$ cat config.mk
export PLATFORM = sky130hd
export DESIGN_NAME = trb_rw_scheduler
export DESIGN_NICKNAME = d
export VERILOG_FILES = /design/src/rtl/trb_rw_scheduler.sv
export SDC_FILE = /design/constraint.sdc
export NUM_CORES = 1
export LEC_CHECK = 0
export CAP_MARGIN = 20
export CORE_MARGIN = 5
export CORE_UTILIZATION = 40
export CTS_CLUSTER_SIZE = 30
export DETAILED_ROUTE_END_ITERATION = 8
export GPL_TIMING_DRIVEN = 0
export PLACE_DENSITY = 0.8
export SETUP_SLACK_MARGIN = 0.15
export SLEW_MARGIN = 20
export SYNTH_ARGS = -nofsm -noshare
export SYNTH_HDL_FRONTEND = slang
export SYNTH_SLANG_ARGS = --single-unit
export TNS_END_PERCENT = 50
$ cat constraint.sdc
create_clock -name CLK_I -period 2.85 [get_ports CLK_I]
set_clock_uncertainty 0.15 [all_clocks]
set_input_delay 0.7125 -clock CLK_I [delete_from_list [all_inputs] [get_ports CLK_I]]
set_output_delay 0.7125 -clock CLK_I [all_outputs]
set_load 0.05 [all_outputs]
$ cat src/rtl/trb_rw_scheduler.sv
// trb_rw_scheduler: single-port trace-RAM read/write arbiter with burst-limited fairness.
// Define TRB_SCHED_STATS_EN to build the write/read stall counters.
module trb_rw_scheduler #(
   parameter int PTR_W     = 6,
   parameter int MAX_BURST = 4
) (
   input  logic             CLK_I,
   input  logic             RST_I,
   input  logic             WR_REQ_I,
   input  logic             RD_REQ_I,
   input  logic [PTR_W-1:0] WR_PTR_I,
   input  logic [PTR_W-1:0] RD_PTR_I,
   input  logic             OVERWRITE_I,
   output logic             RW_TURN_O,
   output logic             WRITE_ALLOW_O,
   output logic             READ_ALLOW_O,
   output logic             OVERRUN_O,
   output logic [15:0]      WR_STALL_CNT_O,
   output logic [15:0]      RD_STALL_CNT_O
);
   localparam logic [1:0] IDLE = 2'd0, WRITE = 2'd1, READ = 2'd2;
   localparam logic [3:0] BURST_TOP = 4'(MAX_BURST - 1);
   logic [1:0]       r_state, w_next;
   logic [3:0]       r_burst;
   logic             r_last_rd;
   logic [PTR_W-1:0] w_wp1, w_wp2, w_rp1;
   logic             w_full, w_can_wr, w_can_rd, w_want_wr, w_want_rd, w_burst_end;
   assign w_wp1       = WR_PTR_I + PTR_W'(1);
   assign w_wp2       = WR_PTR_I + PTR_W'(2);
   assign w_rp1       = RD_PTR_I + PTR_W'(1);
   // In WRITE/READ the granted access is still in flight, so look one slot ahead.
   assign w_full      = (w_wp1 == RD_PTR_I) || (r_state == WRITE && w_wp2 == RD_PTR_I);
   assign w_can_wr    = OVERWRITE_I || !w_full;
   assign w_can_rd    = (RD_PTR_I != WR_PTR_I) && !(r_state == READ && w_rp1 == WR_PTR_I);
   assign w_want_wr   = WR_REQ_I && w_can_wr;
   assign w_want_rd   = RD_REQ_I && w_can_rd;
   assign w_burst_end = r_burst == BURST_TOP;
   assign w_next = (r_state == WRITE) ? ((w_want_rd && w_burst_end) ? READ : w_want_wr ? WRITE : w_want_rd ? READ : IDLE)
                 : (r_state == READ)  ? ((w_want_wr && w_burst_end) ? WRITE : w_want_rd ? READ : w_want_wr ? WRITE : IDLE)
                 : (w_want_wr && w_want_rd) ? (r_last_rd ? WRITE : READ)
                 : w_want_wr ? WRITE : w_want_rd ? READ : IDLE;
   always_ff @(posedge CLK_I) begin
      if (RST_I) begin
         r_state       <= IDLE;
         r_burst       <= '0;
         r_last_rd     <= 1'b1;
         WRITE_ALLOW_O <= 1'b0;
         READ_ALLOW_O  <= 1'b0;
         RW_TURN_O     <= 1'b0;
         OVERRUN_O     <= 1'b0;
      end else begin
         r_state       <= w_next;
         WRITE_ALLOW_O <= w_next == WRITE;
         READ_ALLOW_O  <= w_next == READ;
         OVERRUN_O     <= WR_REQ_I && !OVERWRITE_I && w_full;
         if (w_next != IDLE) begin
            RW_TURN_O <= w_next == READ;
            r_last_rd <= w_next == READ;
            r_burst   <= ((w_next == READ) != r_last_rd) ? 4'd0 : w_burst_end ? r_burst : r_burst + 4'd1;
         end
      end
   end
`ifdef TRB_SCHED_STATS_EN
   logic [15:0] r_wr_stall, r_rd_stall;
   always_ff @(posedge CLK_I) begin
      if (RST_I) begin
         r_wr_stall <= '0;
         r_rd_stall <= '0;
      end else begin
         if (WR_REQ_I && w_next != WRITE && r_wr_stall != 16'hFFFF) r_wr_stall <= r_wr_stall + 16'd1;
         if (RD_REQ_I && w_can_rd && w_next != READ && r_rd_stall != 16'hFFFF) r_rd_stall <= r_rd_stall + 16'd1;
      end
   end
   assign WR_STALL_CNT_O = r_wr_stall;
   assign RD_STALL_CNT_O = r_rd_stall;
`else
   assign WR_STALL_CNT_O = 16'd0;
   assign RD_STALL_CNT_O = 16'd0;
`endif
endmodule

==> results of run 1 <==
per-stage QoR:
stage | std cells | total power [mW]
2_1_floorplan | 203 | 0.444
3_3_place_gp | 267 | 0.498
3_5_place_dp | 267 | 0.502
4_1_cts | 287 | 0.652
5_1_grt | 293 | 0.723
6_report | 293 | 0.689
tightest hold or removal path: stages (launching register included):
cell     delay, ps
dfxtp_1        310
nor2_1         100
nor3_1          50
final timing paths:
path              slack, ps   startpoint    endpoint
hold reg to reg         350    RW_TURN_O   RW_TURN_O
setup / recovery         70  WR_PTR_I[1]  r_burst[2]
setup reg to reg        220   r_state[0]  r_burst[2]
hold / removal          350    RW_TURN_O   RW_TURN_O
cell type report:
type                            instances  area, µm²  share of cell area [%]
Buffer                                 38        290                    13.3
Timing Repair Buffer                   40        345                    15.8
Multi-Input combinational cell        147       1210                    55.7
Sequential cell                        11        220                    10.1
Clock buffer                            4       26.3                    1.20
Inverter                                7       26.3                    1.20
Tap cell                               46       57.6                    2.64
timing repair:
action,4_1_cts,5_1_grt
endpoints found under the setup margin,11,8
cloned,1,0
buffers inserted,15,6
gates resized for setup,51,15
pin swaps,17,15
cells by family (layout without fill, tap and decap cells):
| logic type | after synthesis | in the layout | synth area share, % |
|---|---|---|---|
| xor gates and xnor gates | 14 | 14 | 9.24 |
| muxes | 2 | 2 | 1.42 |
| other | 1 | 32 | 0.266 |
| DFF | 11 | 11 | 15.6 |
| adders and majority gates | 4 | 4 | 3.56 |
| and+or+nand+nor | 56 | 56 | 24.4 |
| buffers and inverters | 45 | 89 | 22.4 |
| AOI/OAI and AO/OA | 39 | 39 | 23.1 |
power by group through the flow:
stage          clock network [mW]  registers (mW)  logic [mW]
6_report                    0.112           0.169       0.408
5_1_grt                     0.122           0.170       0.432
4_1_cts                     0.108           0.169       0.375
2_1_floorplan                   0           0.182       0.262
3_3_place_gp                    0           0.172       0.326
3_5_place_dp                    0           0.172       0.329
cells in the final DEF, fill, tap and decap left out, drive strengths merged, types with 3 or more instances in the layout:
master,count
a211oi,5
a21oi,6
a31oi,3
buf,63
clkbuf,7
clkdlybuf4s50,7
conb,32
dfxtp,11
dlygate4sd2,4
ha,4
inv,7
nand2,6
nand2b,3
nand3,5
nand4,3
nor2,9
nor2b,3
nor3,5
nor3b,4
o21ai,5
or2b,4
or3,3
xnor2,9
xor2,5
per-layer routing:
layer	up-vias	GRT usage, %
li1	704	-
met3	9	3.48
met4	0	5.42
met1	676	18.8
met5	-	0
met2	50	26.0
registers in the layout, indices dropped and copies added, names as in the netlist:
signal / count
OVERRUN_O: 1
READ_ALLOW_O: 1
RW_TURN_O: 1
WRITE_ALLOW_O: 1
r_burst: 4
r_last_rd: 1
r_state: 2
==> run summary, run 1 <==
## Die
* 69.3 µm — height of the chip
* 41.9% — Initial Utilization
* 4810 µm² — total die area
* 69.3 µm — Chip Width
* 3360 µm² — area of the placeable core
* 53 — I/O pin count
* 21 — row count

## Clock tree
* 11 — CTS sink count
* 70 ps — clock-pin slew on the worst setup and hold paths
* clkbuf_4 — buffer cell driving the clock tree root
* 0 — CTS Hold Bufs
* 3 — TritonCTS Buffers
* 1 — H-Tree Depth
* built — clock tree from TritonCTS
* 2 — buffer depth of the longest clock path
* 280 ps — Clk Latency, worst-skew pair

## Hold path
* 2 — cell depth of the worst hold path
* flip-flop to flip-flop — worst min-delay path class

## Logic synthesis
* dfxtp_1 — top_reg_cell synth
* 172 — number of instances in the synthesized netlist
* 17.6% — area fraction of the dominant cell type after synthesis
* 8.18 µm² — post-synthesis area per instance
* 0% — Async SR Flop Fraction
* buf_4 (33), dfxtp_1 (11), nor2_1 (9), xnor2_1 (9), inv_1 (7) — top post-synthesis cells by count
* 55 — number of library cell types mapped by synthesis
* 11 — flip-flop and latch count after synthesis
* 15.6% — post-synthesis sequential area ratio
* 1410 µm² — netlist area before placement
* 0 — number of synthesized flops with an enable pin
* buf_4 (18%), dfxtp_1 (16%), xnor2_1 (5.6%) — synth top area cells
* buf_4 — most common cell in the synthesized netlist
* buf_4 — cell type with the highest aggregate area in the netlist
* 0 — Yosys warnings

## Placement
* -782 ps — Worst Setup Slack post-DPL
* 0.865 — GP Congestion
* 1830 µm² — placed instance area
* 18 — number of buffers inserted by port buffering
* 2470 µm — HPWL after detailed placement

## Power
* 0.307 mW — Switching Power
* 0.382 mW — internal power of the cells
* 168 µV — worst-case vdd ir drop
* 0.954 nW — leak pwr
* 24.5% — sequential group share of total power
* 316 nW/µm² — Power per Cell Area
* 16.2% — clock share of power
* 44.5% — Sw Ratio
* 59.2% — part of the power in combinational logic

## Global routing
* 6180 µm — global-route wire length before repair
* 0 — number of antenna violations at the first check in global routing
* 1,353 — via count of the first global-routing pass
* 0 — leftover overflow at the end of global routing
* 11 — largest net degree at the start of global routing
* 15.3% — overall track demand over capacity in global routing

## Timing
* 0 ps — post-route setup TNS
* 0 — # setup viols final
* yes — RSZ-0062 raised after global routing
* 97.5% — period utilization
* 63.2% — Slew Limit Headroom
* 71.2 ps — Setup WS post-layout
* 347 ps — worst hold-check slack
* 550 ps — slew of the pin with the lowest slew margin
* 0 — hold violation count in the final report
* 360 MHz — f_max
* 0 — final slew viol count
* 2780 ps — min cycle time layout

## Detailed routing
* met4 — top layer used by detailed routing
* 0 — Post-DRT Antenna Nets
* 4110 µm — detailed-route wire length
* 1730 µm — Routed met1 length
* 4 — number of detailed-route iterations in the first pass
* 2090 µm — routed wl met2
* 110 — Initial DRC Count
* 1,439 — via count of the routed design
* 220 µm — routed wl met3
* 0 — DRC violations left
* 4.91 — Via density
* 14.0 µm — routed length per instance

## Outcome
* completed — outcome

## Final layout
* 54.9% — Syn-to-layout area delta
* 42.1% — share of final-layout standard cells stronger than drive strength 1
* 2180 µm² — Layout Cell Area excl Fill
* 269 — # nets final
* 64.8% — final core occ
* 266 — total of fill cells in the finished design
* 0 — number of antenna diodes

## Critical path
* 570 ps — crit-path max cell delay
* 7 — cells on worst reg2reg path
* buf_12 -> ha_4 -> xnor2_1 -> nand2_1 -> or4_4 -> o211a_4 -> a21boi_4 -> mux2i_1 -> nand3_1 — sequence of cells on the critical path
* 9 — total stage count of the critical path
* 2870 ps — data required time of the critical path
* flip-flop — Worst Setup End Kind
* simple AND/OR/NAND/NOR gates — category of cells accounting for the largest share of critical-path delay
* 8 — CP max FO
* primary input — critical path launch point type
* primary input to flip-flop — start-to-end type of the worst setup path
* 2800 ps — Worst EP arrival
* or4_4 — standard cell with the maximum stage delay on the critical path
* 1 — sum of buffers and inverters on the critical path

## Flow run
* 0 — number of maximum-capacitance constraint violations

Note: power is estimated with default switching activity, not from simulation.
==> run 2: changes to the inputs <==
==> constraint.sdc (replaced) <==
create_clock -name CLK_I -period 2.85 [get_ports CLK_I]
set_clock_uncertainty 0.15 [all_clocks]
set_input_delay 0.57 -clock CLK_I [delete_from_list [all_inputs] [get_ports CLK_I]]
set_output_delay 0.57 -clock CLK_I [all_outputs]
set_load 0.05 [all_outputs]
==> run 2 against run 1 <==
Against the previous run: via count fell by 4.7%; combinational power fell by 6.9%; clock-buffer cell count is the same; final area is 5.0% lower; register-to-register slack barely moved; total power shrank 5.3%; first-iteration DRC count up 3.6%; worst setup slack better by 64 ps; critical path type unchanged; critical path depth grew 2.
==> run summary, run 2 (synthesized netlist as in run 1, its figures left out) <==
## Outcome
* completed — outcome

## Final layout
* 0 — number of antenna diodes
* r_burst: 4 flops, r_state: 2 flops — largest registers
* 38.6% — share of final-layout standard cells stronger than drive strength 1
* 2070 µm² — Layout Cell Area excl Fill
* r_burst — top register by number of flip-flops
* 287 — Cell Count, Final, Fillers Out
* 47.1% — Syn-to-layout area delta
* 263 — # nets final
* buf_4 — most frequent standard cell in the layout excluding fill and tap cells
* 4 — flip-flop count of the largest register after layout
* buf_4 (48), conb_1 (32), dfxtp_1 (11) — commonest non-fill, non-tap cells in the layout

## Power
* 0.904 nW — leak pwr
* 197 µV — worst-case vdd ir drop
* 315 nW/µm² — Power per Cell Area
* 0.653 mW — Final Power

## Die
* 4810 µm² — total die area
* 69.3 µm — Chip Width
* 3360 µm² — area of the placeable core
* 41.9% — Initial Utilization
* 21 — row count
* 53 — I/O pin count
* 69.3 µm — height of the chip

## Critical path
* flip-flop — Worst Setup End Kind
* or4_4 — standard cell with the maximum stage delay on the critical path
* 2860 ps — data required time of the critical path
* 220 ps — reg-to-reg setup timing slack
* 2720 ps — Worst EP arrival
* 5 — CP max FO
* primary input — critical path launch point type
* 580 ps — crit-path max cell delay
* primary input to flip-flop — start-to-end type of the worst setup path
* clkdlybuf4s15_2 -> ha_4 -> xnor2_2 -> nand2_1 -> or4_4 -> o21ai_4 -> a211oi_4 -> buf_6 -> buf_4 -> and2b_1 -> a211o_1 — sequence of cells on the critical path

## Timing
* 2710 ps — min cycle time layout
* 135 ps — Setup WS post-layout
* 0 — hold violation count in the final report
* 66.4% — Slew Limit Headroom
* 503 ps — slew of the pin with the lowest slew margin
* 0 ps — post-route setup TNS
* yes — RSZ-0062 raised after global routing
* 368 MHz — f_max
* 95.2% — period utilization
* 0 — final slew viol count
* 0 — # setup viols final

## Clock tree
* 3 — TritonCTS Buffers
* clkbuf_4 — buffer cell driving the clock tree root
* built — clock tree from TritonCTS
* 60 ps — clock-pin slew on the worst setup and hold paths
* 1 — H-Tree Depth
* 260 ps — Clk Latency, worst-skew pair
* 2 — buffer depth of the longest clock path
* 11 — CTS sink count

## Detailed routing
* 4.78 — Via density
* 12.0 µm — routed length per instance
* 0 — Post-DRT Antenna Nets
* 114 — Initial DRC Count
* 4 — number of detailed-route iterations in the first pass
* 3440 µm — detailed-route wire length
* 1,372 — via count of the routed design
* 0 — DRC violations left

## Placement
* 267 — Inst Count DP
* 2340 µm — HPWL after detailed placement
* 18 — number of buffers inserted by port buffering
* 0.850 — GP Congestion
* 1770 µm² — placed instance area
* -793 ps — Worst Setup Slack post-DPL

## Global routing
* 0 — number of antenna violations at the first check in global routing
* 5460 µm — global-route wire length before repair
* 11 — largest net degree at the start of global routing
* 1,245 — via count of the first global-routing pass
* 0 — leftover overflow at the end of global routing
* 13.0% — overall track demand over capacity in global routing

## Flow run
* 0 — number of maximum-capacitance constraint violations

## Hold path
* flip-flop to flip-flop — worst min-delay path class

==> run 2: routing by layer <==
| layer | routed length, µm | vias up | global-route usage (%) | part of all wire [%] |
|---|---|---|---|---|
| li1 | - | 691 | - | - |
| met1 | 1480 | 637 | 15.6 | 43 |
| met2 | 1770 | 38 | 23.0 | 51 |
| met3 | 143 | 6 | 2.17 | 4.2 |
| met4 | 48 | 0 | 4.56 | 1.4 |
| met5 | 0 | - | 0 | 0 |
==> run 2: timing repair <==
item                                    in CTS  in global routing
hold endpoints to repair                     0                  0
endpoints found under the setup margin      11                  7
resized for setup                           48                 11
pin swaps                                   13                  2
cloned                                       0                  0
buffers inserted                            16                  0
hold buffers                                 0                  0
==> run 2: where the power goes <==
part	internal, mW	switching, mW
Sequential	0.163	0.00625
Combinational	0.152	0.228
Clock	0.0542	0.0497
==> run 2: final timing paths <==
| path | start | end | cells after the start |
|---|---|---|---|
| setup / recovery | WR_PTR_I[2] | r_burst[1] | 11 |
| hold reg to reg | RW_TURN_O | RW_TURN_O | 2 |
| setup reg to reg | r_state[0] | r_burst[1] | 9 |
| hold / removal | RW_TURN_O | RW_TURN_O | 2 |
==> run 2: area by class of cell <==
class | count | area [µm²]
fill | 314 | 1290
multi-input combinational | 147 | 1170
buffer | 38 | 290
timing repair buffer | 34 | 280
sequential | 11 | 220
tap | 46 | 57.6
clock buffer | 4 | 26.3
inverter | 7 | 26.3
==> run 2: metrics by stage <==
step,utilization [%],hold WS [ps]
2_1_floorplan,-,372
3_3_place_gp,52.5,332
3_5_place_dp,52.5,339
4_1_cts,60.5,351
5_1_grt,61.6,392
6_report,61.6,344
==> run 2: critical path: cells and delay by family <==
kind	cells	cell delay (ps)
buffers and inverters	3	490
AND/OR/NAND/NOR	3	820
AO/OA/AOI/OAI	3	480
XOR/XNOR	1	100
adder cells (fa/ha/maj)	1	270
